**config.mk**
```make
export PLATFORM = sky130hd
export DESIGN_NAME = memory_stage_pipe_flat
export DESIGN_NICKNAME = d
export VERILOG_FILES = /design/src/rtl/memory_stage_pipe_if.sv /design/src/rtl/memory_stage_pipe.sv /design/src/flat_wrapper.sv
export SDC_FILE = /design/constraint.sdc
export NUM_CORES = 2
export LEC_CHECK = 0
export CAP_MARGIN = 15
export CORE_UTILIZATION = 50
export CTS_CLUSTER_DIAMETER = 30
export DETAILED_ROUTE_END_ITERATION = 12
export PLACE_DENSITY = 0.68
export SYNTH_ARGS = -nofsm -noshare
export SYNTH_HDL_FRONTEND = slang
export SYNTH_SLANG_ARGS = --single-unit
export TNS_END_PERCENT = 1
```
**constraint.sdc**
```tcl
create_clock -name clk -period 3.15 [get_ports clk]
set_input_delay 0.315 -clock clk [delete_from_list [all_inputs] [get_ports clk]]
set_output_delay 0.315 -clock clk [all_outputs]
set_load 0.01 [all_outputs]
```
**src/rtl/memory_stage_pipe_if.sv**
```systemverilog
// Operand/result bundle between the execute side and the memory stage.
// The slave modport is the memory stage's view; master is the driver's view.
interface memory_stage_pipe_if #(
    parameter int unsigned DATA_W = 16,
    parameter int unsigned ADDR_W = 16
);
    logic              in_valid;
    logic              in_ready;
    logic              MemReadM;
    logic              MemWriteM;
    logic [ADDR_W-1:0] addrM;
    logic [DATA_W-1:0] write_dataM;
    logic [DATA_W-1:0] alu_resultM;
    logic              out_valid;
    logic              out_ready;
    logic [DATA_W-1:0] MemReadDataW;
    logic [DATA_W-1:0] alu_resultW;
    logic              access_err;

    modport slave (
        input  in_valid, MemReadM, MemWriteM, addrM, write_dataM, alu_resultM, out_ready,
        output in_ready, out_valid, MemReadDataW, alu_resultW, access_err
    );

    modport master (
        output in_valid, MemReadM, MemWriteM, addrM, write_dataM, alu_resultM, out_ready,
        input  in_ready, out_valid, MemReadDataW, alu_resultW, access_err
    );
endinterface

```
**src/rtl/memory_stage_pipe.sv**
```systemverilog
// Memory stage: single-outstanding load/store/pass-through with configurable read latency
// and a held result until the downstream stage accepts it.
module memory_stage_pipe #(
    parameter int unsigned DATA_W   = 16,
    parameter int unsigned ADDR_W   = 16,
    parameter int unsigned DEPTH    = 256,
    parameter int unsigned READ_LAT = 1
) (
    input logic                clk,
    input logic                reset,
    memory_stage_pipe_if.slave bus
);
    localparam int unsigned IDX_W    = $clog2(DEPTH);
    localparam int unsigned CNT_INIT = (READ_LAT > 1) ? READ_LAT - 2 : 0;

    typedef enum logic [1:0] {StIdle, StBusy, StHold} state_e;

    state_e            state_q, state_d;
    logic [1:0]        cnt_q, cnt_d;
    logic [IDX_W-1:0]  addr_q;
    logic [DATA_W-1:0] rdata_q;
    logic [DATA_W-1:0] alu_q;
    logic              err_q;

    logic [DATA_W-1:0] mem [DEPTH];

    logic             accept;
    logic             is_store;
    logic             is_load;
    logic             in_range;
    logic             load_fire;
    logic [IDX_W-1:0] idx;

    // Reset wins over a simultaneous request, so it also gates the accept strobe.
    assign accept    = bus.in_valid && (state_q == StIdle) && !reset;
    assign is_store  = bus.MemWriteM;
    assign is_load   = bus.MemReadM && !bus.MemWriteM;
    assign in_range  = {1'b0, bus.addrM} < (ADDR_W + 1)'(DEPTH);
    assign idx       = bus.addrM[IDX_W-1:0];
    assign load_fire = (state_q == StBusy) && (cnt_q == 2'd0);

    assign bus.in_ready     = (state_q == StIdle);
    assign bus.out_valid    = (state_q == StHold);
    assign bus.MemReadDataW = rdata_q;
    assign bus.alu_resultW  = alu_q;
    assign bus.access_err   = err_q;

    always_ff @(posedge clk) begin
        if (reset) begin
            state_q <= StIdle;
            cnt_q   <= 2'd0;
        end else begin
            state_q <= state_d;
            cnt_q   <= cnt_d;
        end
    end

    always_comb begin
        state_d = state_q;
        cnt_d   = cnt_q;
        unique case (state_q)
            StIdle: begin
                if (accept) begin
                    if (is_load && (READ_LAT > 1)) begin
                        state_d = StBusy;
                        cnt_d   = 2'(CNT_INIT);
                    end else begin
                        state_d = StHold;
                    end
                end
            end
            StBusy: begin
                if (cnt_q == 2'd0) begin
                    state_d = StHold;
                end else begin
                    cnt_d = cnt_q - 2'd1;
                end
            end
            StHold: begin
                if (bus.out_ready) begin
                    state_d = StIdle;
                end
            end
            default: state_d = StIdle;
        endcase
    end

    // Storage is deliberately left out of reset; out-of-range stores are dropped.
    always_ff @(posedge clk) begin
        if (accept && is_store && in_range) begin
            mem[idx] <= bus.write_dataM;
        end
    end

    always_ff @(posedge clk) begin
        if (reset) begin
            rdata_q <= '0;
            alu_q   <= '0;
            err_q   <= 1'b0;
            addr_q  <= '0;
        end else if (accept) begin
            alu_q   <= bus.alu_resultM;
            err_q   <= !in_range;
            addr_q  <= idx;
            rdata_q <= (is_load && (READ_LAT == 1) && in_range) ? mem[idx] : '0;
        end else if (load_fire) begin
            rdata_q <= err_q ? '0 : mem[addr_q];
        end
    end
endmodule

```
**src/flat_wrapper.sv**
```systemverilog
// flat-port wrapper written by rule: the top's interface ports become plain ports
module memory_stage_pipe_flat 
#(
    parameter int unsigned DATA_W   = 16,
    parameter int unsigned ADDR_W   = 16,
    parameter int unsigned DEPTH    = 256,
    parameter int unsigned READ_LAT = 1
)
  (clk, reset, bus_in_valid, bus_MemReadM, bus_MemWriteM, bus_addrM, bus_write_dataM, bus_alu_resultM, bus_out_ready, bus_in_ready, bus_out_valid, bus_MemReadDataW, bus_alu_resultW, bus_access_err);
  memory_stage_pipe_if #(.DATA_W(DATA_W), .ADDR_W(ADDR_W)) bus_i ();
  input logic clk;
  input logic reset;
  input wire logic [$bits(bus_i.in_valid)-1:0] bus_in_valid;
  input wire logic [$bits(bus_i.MemReadM)-1:0] bus_MemReadM;
  input wire logic [$bits(bus_i.MemWriteM)-1:0] bus_MemWriteM;
  input wire logic [$bits(bus_i.addrM)-1:0] bus_addrM;
  input wire logic [$bits(bus_i.write_dataM)-1:0] bus_write_dataM;
  input wire logic [$bits(bus_i.alu_resultM)-1:0] bus_alu_resultM;
  input wire logic [$bits(bus_i.out_ready)-1:0] bus_out_ready;
  output wire logic [$bits(bus_i.in_ready)-1:0] bus_in_ready;
  output wire logic [$bits(bus_i.out_valid)-1:0] bus_out_valid;
  output wire logic [$bits(bus_i.MemReadDataW)-1:0] bus_MemReadDataW;
  output wire logic [$bits(bus_i.alu_resultW)-1:0] bus_alu_resultW;
  output wire logic [$bits(bus_i.access_err)-1:0] bus_access_err;
  assign bus_i.in_valid = bus_in_valid;
  assign bus_i.MemReadM = bus_MemReadM;
  assign bus_i.MemWriteM = bus_MemWriteM;
  assign bus_i.addrM = bus_addrM;
  assign bus_i.write_dataM = bus_write_dataM;
  assign bus_i.alu_resultM = bus_alu_resultM;
  assign bus_i.out_ready = bus_out_ready;
  assign bus_in_ready = bus_i.in_ready;
  assign bus_out_valid = bus_i.out_valid;
  assign bus_MemReadDataW = bus_i.MemReadDataW;
  assign bus_alu_resultW = bus_i.alu_resultW;
  assign bus_access_err = bus_i.access_err;
  memory_stage_pipe #(.DATA_W(DATA_W), .ADDR_W(ADDR_W), .DEPTH(DEPTH), .READ_LAT(READ_LAT)) u_core (.clk(clk), .reset(reset), .bus(bus_i));
endmodule
```
==> impl_results.md <==
- Outcome: finished with violations
- Violated checks: setup timing
- Synth cell types: 47
- Detailed placer's ending HPWL: 260,000 um
- Unrepaired setup endpoints after global routing: no
- Chip Height: 564 um
- FFs w/ async S/R, synth: 0
- Fillers: 20,200
- Placed cell area: 173,000 um^2
- Vias: ~84,000
- Hold Path Stages: 3
- Chip width: between 500 and 600 um
- Number of H-tree levels: 6
- R2R setup slack: -0.002 ns
- Top-area cell type share of the netlist area: 0.780
- Fin cells: 13,300
- Number of global-route vias before repair: 84,800
- Post-Syn Nets: 7,339
- Area Overhead vs Synth: 24.8%
- P_int: 110 mW
- Layout Nets: 8,601
- CTS tree: yes
- Hold Fails Final Rpt: 0
- Post-layout minimum cycle time: 3.15 ns
- # DRC: 0
- Routed WL per cell: 32.8 um
- Clock power frac: 0.528
- Sequential Power Share: 0.431
- Critical R2R Capture: u_core.bus.MemReadDataW[3]
- Worst reg2reg path depth: 7
- Buffer depth of the longest clock path: 4
- Critical-path maximum fanout: 1
- Switch share: 0.216
- Synth top area cells: edfxtp_1 (78%), mux4_2 (13%), mux2i_1 (2.2%)
- Syn. warnings: 0
- Max Cap Viol: 0
- Initial antenna violation count: 13
- Worst R2R Start: u_core.mem[56][3]
- Die area: 318,000 um^2
- Clock Skews: 0.0660 ns
- Worst Setup End Kind: register
- # clock sinks: ~4,100
- CTS Buf Count: 662
- Cell taking the most area after synthesis: edfxtp_1
- Crit path kind: register to register
- Final core occ: 0.629
- Post CTS Setup Buffer Count: 0
- Initial cell density of the core: 0.504
- Hold_sp: reset
- Final Cycle Share: 1.00
- Hold EP: u_core.bus.access_err
- Worst EP arrival: 4.04 ns
- Synthesized area: around 160,000 um^2
- Critical Path RT: slightly above 4 ns
- Root Buffer: clkbuf_16
- First-pass GRT wire length: around 600,000 um
- Mean Syn Cell Area: 21.7 um^2
- Final Max Slew Viols: 0
- Synth Instances: 7,285
- FP Rows: 205
- Final ANT Viol Nets: 0
- Share of cells above drive strength 1: 0.328
- Total wire length: 435,000 um
- Largest net degree at the start of global routing: 107
- Clock transition at path regs: 0.05 ns
- P_leak: 64.8 nW
- Critical Path Start Type: register
- Pre-Repair DR Iteration Count: 6
- Grt ovf: 0
- # IOs: ~90
- Min-Delay Path Class: input pin to register
- Placer Congestion: 0.907
- Max IR drop VDD: ~0.00067 V
- Cell Count Post-Placement: between 10,000 and 15,000
- DR iter-0 viols: roughly 11,000
- Max-Slew Margin vs Limit: 0.265
- Register area share after synthesis: 0.784
- Top FF cell, synth: edfxtp_1
- Max Freq: around 320 MHz
- Design Area, Final: 197,000 um^2
- Synth Register Bits: 4,130
- Setup ws final: -0.00226 ns
- Worst Max-Slew Pin Slew: 1.10 ns
- Core ar.: 313,000 um^2
- Clock latency on the worst-skew pair: 1.04 ns
- GRT Total Usage: 0.272
- Pwr dens: 713 nW/um^2
- Vias per cell: 6.32
- Final setup viols: 1
- Post-synth EDFFs: 4,096
- Logic gate share of total power: 0.041
- P_sw: between 30 and 40 mW
- Port bufs: between 80 and 90
-- cells by family after synthesis --
logic type	Yosys count	share of synthesized area
AOI/OAI and AO/OA	671	0.0297
and+or+nand+nor	792	0.0234
muxes	1250	0.150
DFF	4130	0.784
buffers and inverters	442	0.0130
-- power by group through the flow --
stage,combinational (mW),sequential [mW],clock (mW)
final,5.79,60.5,74.1
after global routing,5.98,60.4,77.0
after CTS,5.75,60.5,74.6
after detailed placement,5.65,61.6,0
after global placement,5.55,61.6,0
after floorplan,2.53,61.6,0
-- flip-flops by register name, summed over array words and instances (netlist names) --
name	count
u_core.bus.access_err	1
u_core.bus.MemReadDataW	16
u_core.mem	4096
u_core.bus.alu_resultW	16
u_core.state_q	1
-- final cells by class --
cell class	instances	area, um^2	share of cell area
tap	4140	5180	0.0263
timing repair buffer	1037	12600	0.0642
multi-input combinational	2713	32300	0.164
clock inverter	483	6000	0.0305
antenna	20	50.0	0.000254
clock buffer	743	17100	0.0869
inverter	3	13.8	0.0000699
sequential	4130	124000	0.628
-- synthesized netlist by cell type (3+ instances only) --
master,count
a211oi_1,3
a21boi_0,16
a21o_1,15
a21oi_1,73
a221oi_1,33
a22o_1,76
a22oi_1,177
a31oi_1,64
a32oi_1,17
and2_1,6
and3_1,48
and3b_1,3
and4_1,3
buf_1,39
buf_2,180
buf_4,24
buf_6,10
clkbuf_1,186
dfxtp_1,34
edfxtp_1,4096
mux2_2,17
mux2i_1,342
mux4_2,891
nand2_1,209
nand2b_1,21
nand3_1,74
nand3b_1,19
nand4_1,48
nor2_1,287
nor2b_1,10
nor3b_1,6
nor4_1,49
o211ai_1,30
o21ai_0,55
o21ai_1,10
o21bai_1,4
o221ai_1,18
o22ai_1,80
or2_2,3
-- repair_timing --
item	CTS	global route
gates resized for setup	7	7
hold buffers	35	0
pin swaps	0	0
setup endpoints to repair	6	7
endpoints found under the hold margin	1279	0
-- through the flow --
step / setup WS (ns) / hold slack (ns) / setup TNS, ns / total power [mW]
after floorplan: 0.107 / 0.414 / 0 / 64.1
after global placement: -1.36 / 0.453 / -38.75 / 67.1
after detailed placement: -1.12 / 0.472 / -25.62 / 67.2
after CTS: 0.00180 / 0.0858 / 0 / 141
after global routing: 0.0422 / 0.136 / 0 / 143
final: -0.00226 / 0.134 / -0.00226 / 140
-- cell usage in the layout (no fill, tap or decap), types with 73 or more instances in the layout --
cell / count
edfxtp_1: 4096
buf_4: 557
buf_12: 356
o22ai_1: 80
clkinvlp_4: 78
bufinv_16: 93
clkinv_2: 80
a22oi_1: 177
mux2i_1: 342
a22o_1: 76
nor2_1: 271
nand2_1: 198
clkinv_1: 73
mux4_2: 891
clkbuf_16: 673
-- worst max path at each step --
stage / start / to / cells after the start
detailed placement: bus_addrM[1] / u_core.bus.MemReadDataW[2] / 10
floorplan: bus_addrM[0] / u_core.mem[116][0] / 11
global route: u_core.mem[48][3] / u_core.bus.MemReadDataW[3] / 7
CTS: u_core.mem[59][13] / u_core.bus.MemReadDataW[13] / 7
global placement: bus_addrM[0] / u_core.bus.MemReadDataW[10] / 9
finish: u_core.mem[56][3] / u_core.bus.MemReadDataW[3] / 7
-- critical path: stages (launching register included) --
cell and delay (ns):
edfxtp_1 0.38, mux4_2 0.46, mux2_2 0.28, nand2_1 0.21, nand3_1 0.27, nor4_1 0.82, a22o_1 0.44, o21ai_0 0.14
-- layer usage --
metal | share of wire | up-vias | global-route usage
li1 | - | 33600 | -
met2 | 0.48 | 5241 | 0.432
met5 | 0.00018 | - | 0.000893
met4 | 0.044 | 8 | 0.117
met3 | 0.10 | 905 | 0.0641
met1 | 0.37 | 44100 | 0.364
Power figures use the tool's default switching activity.
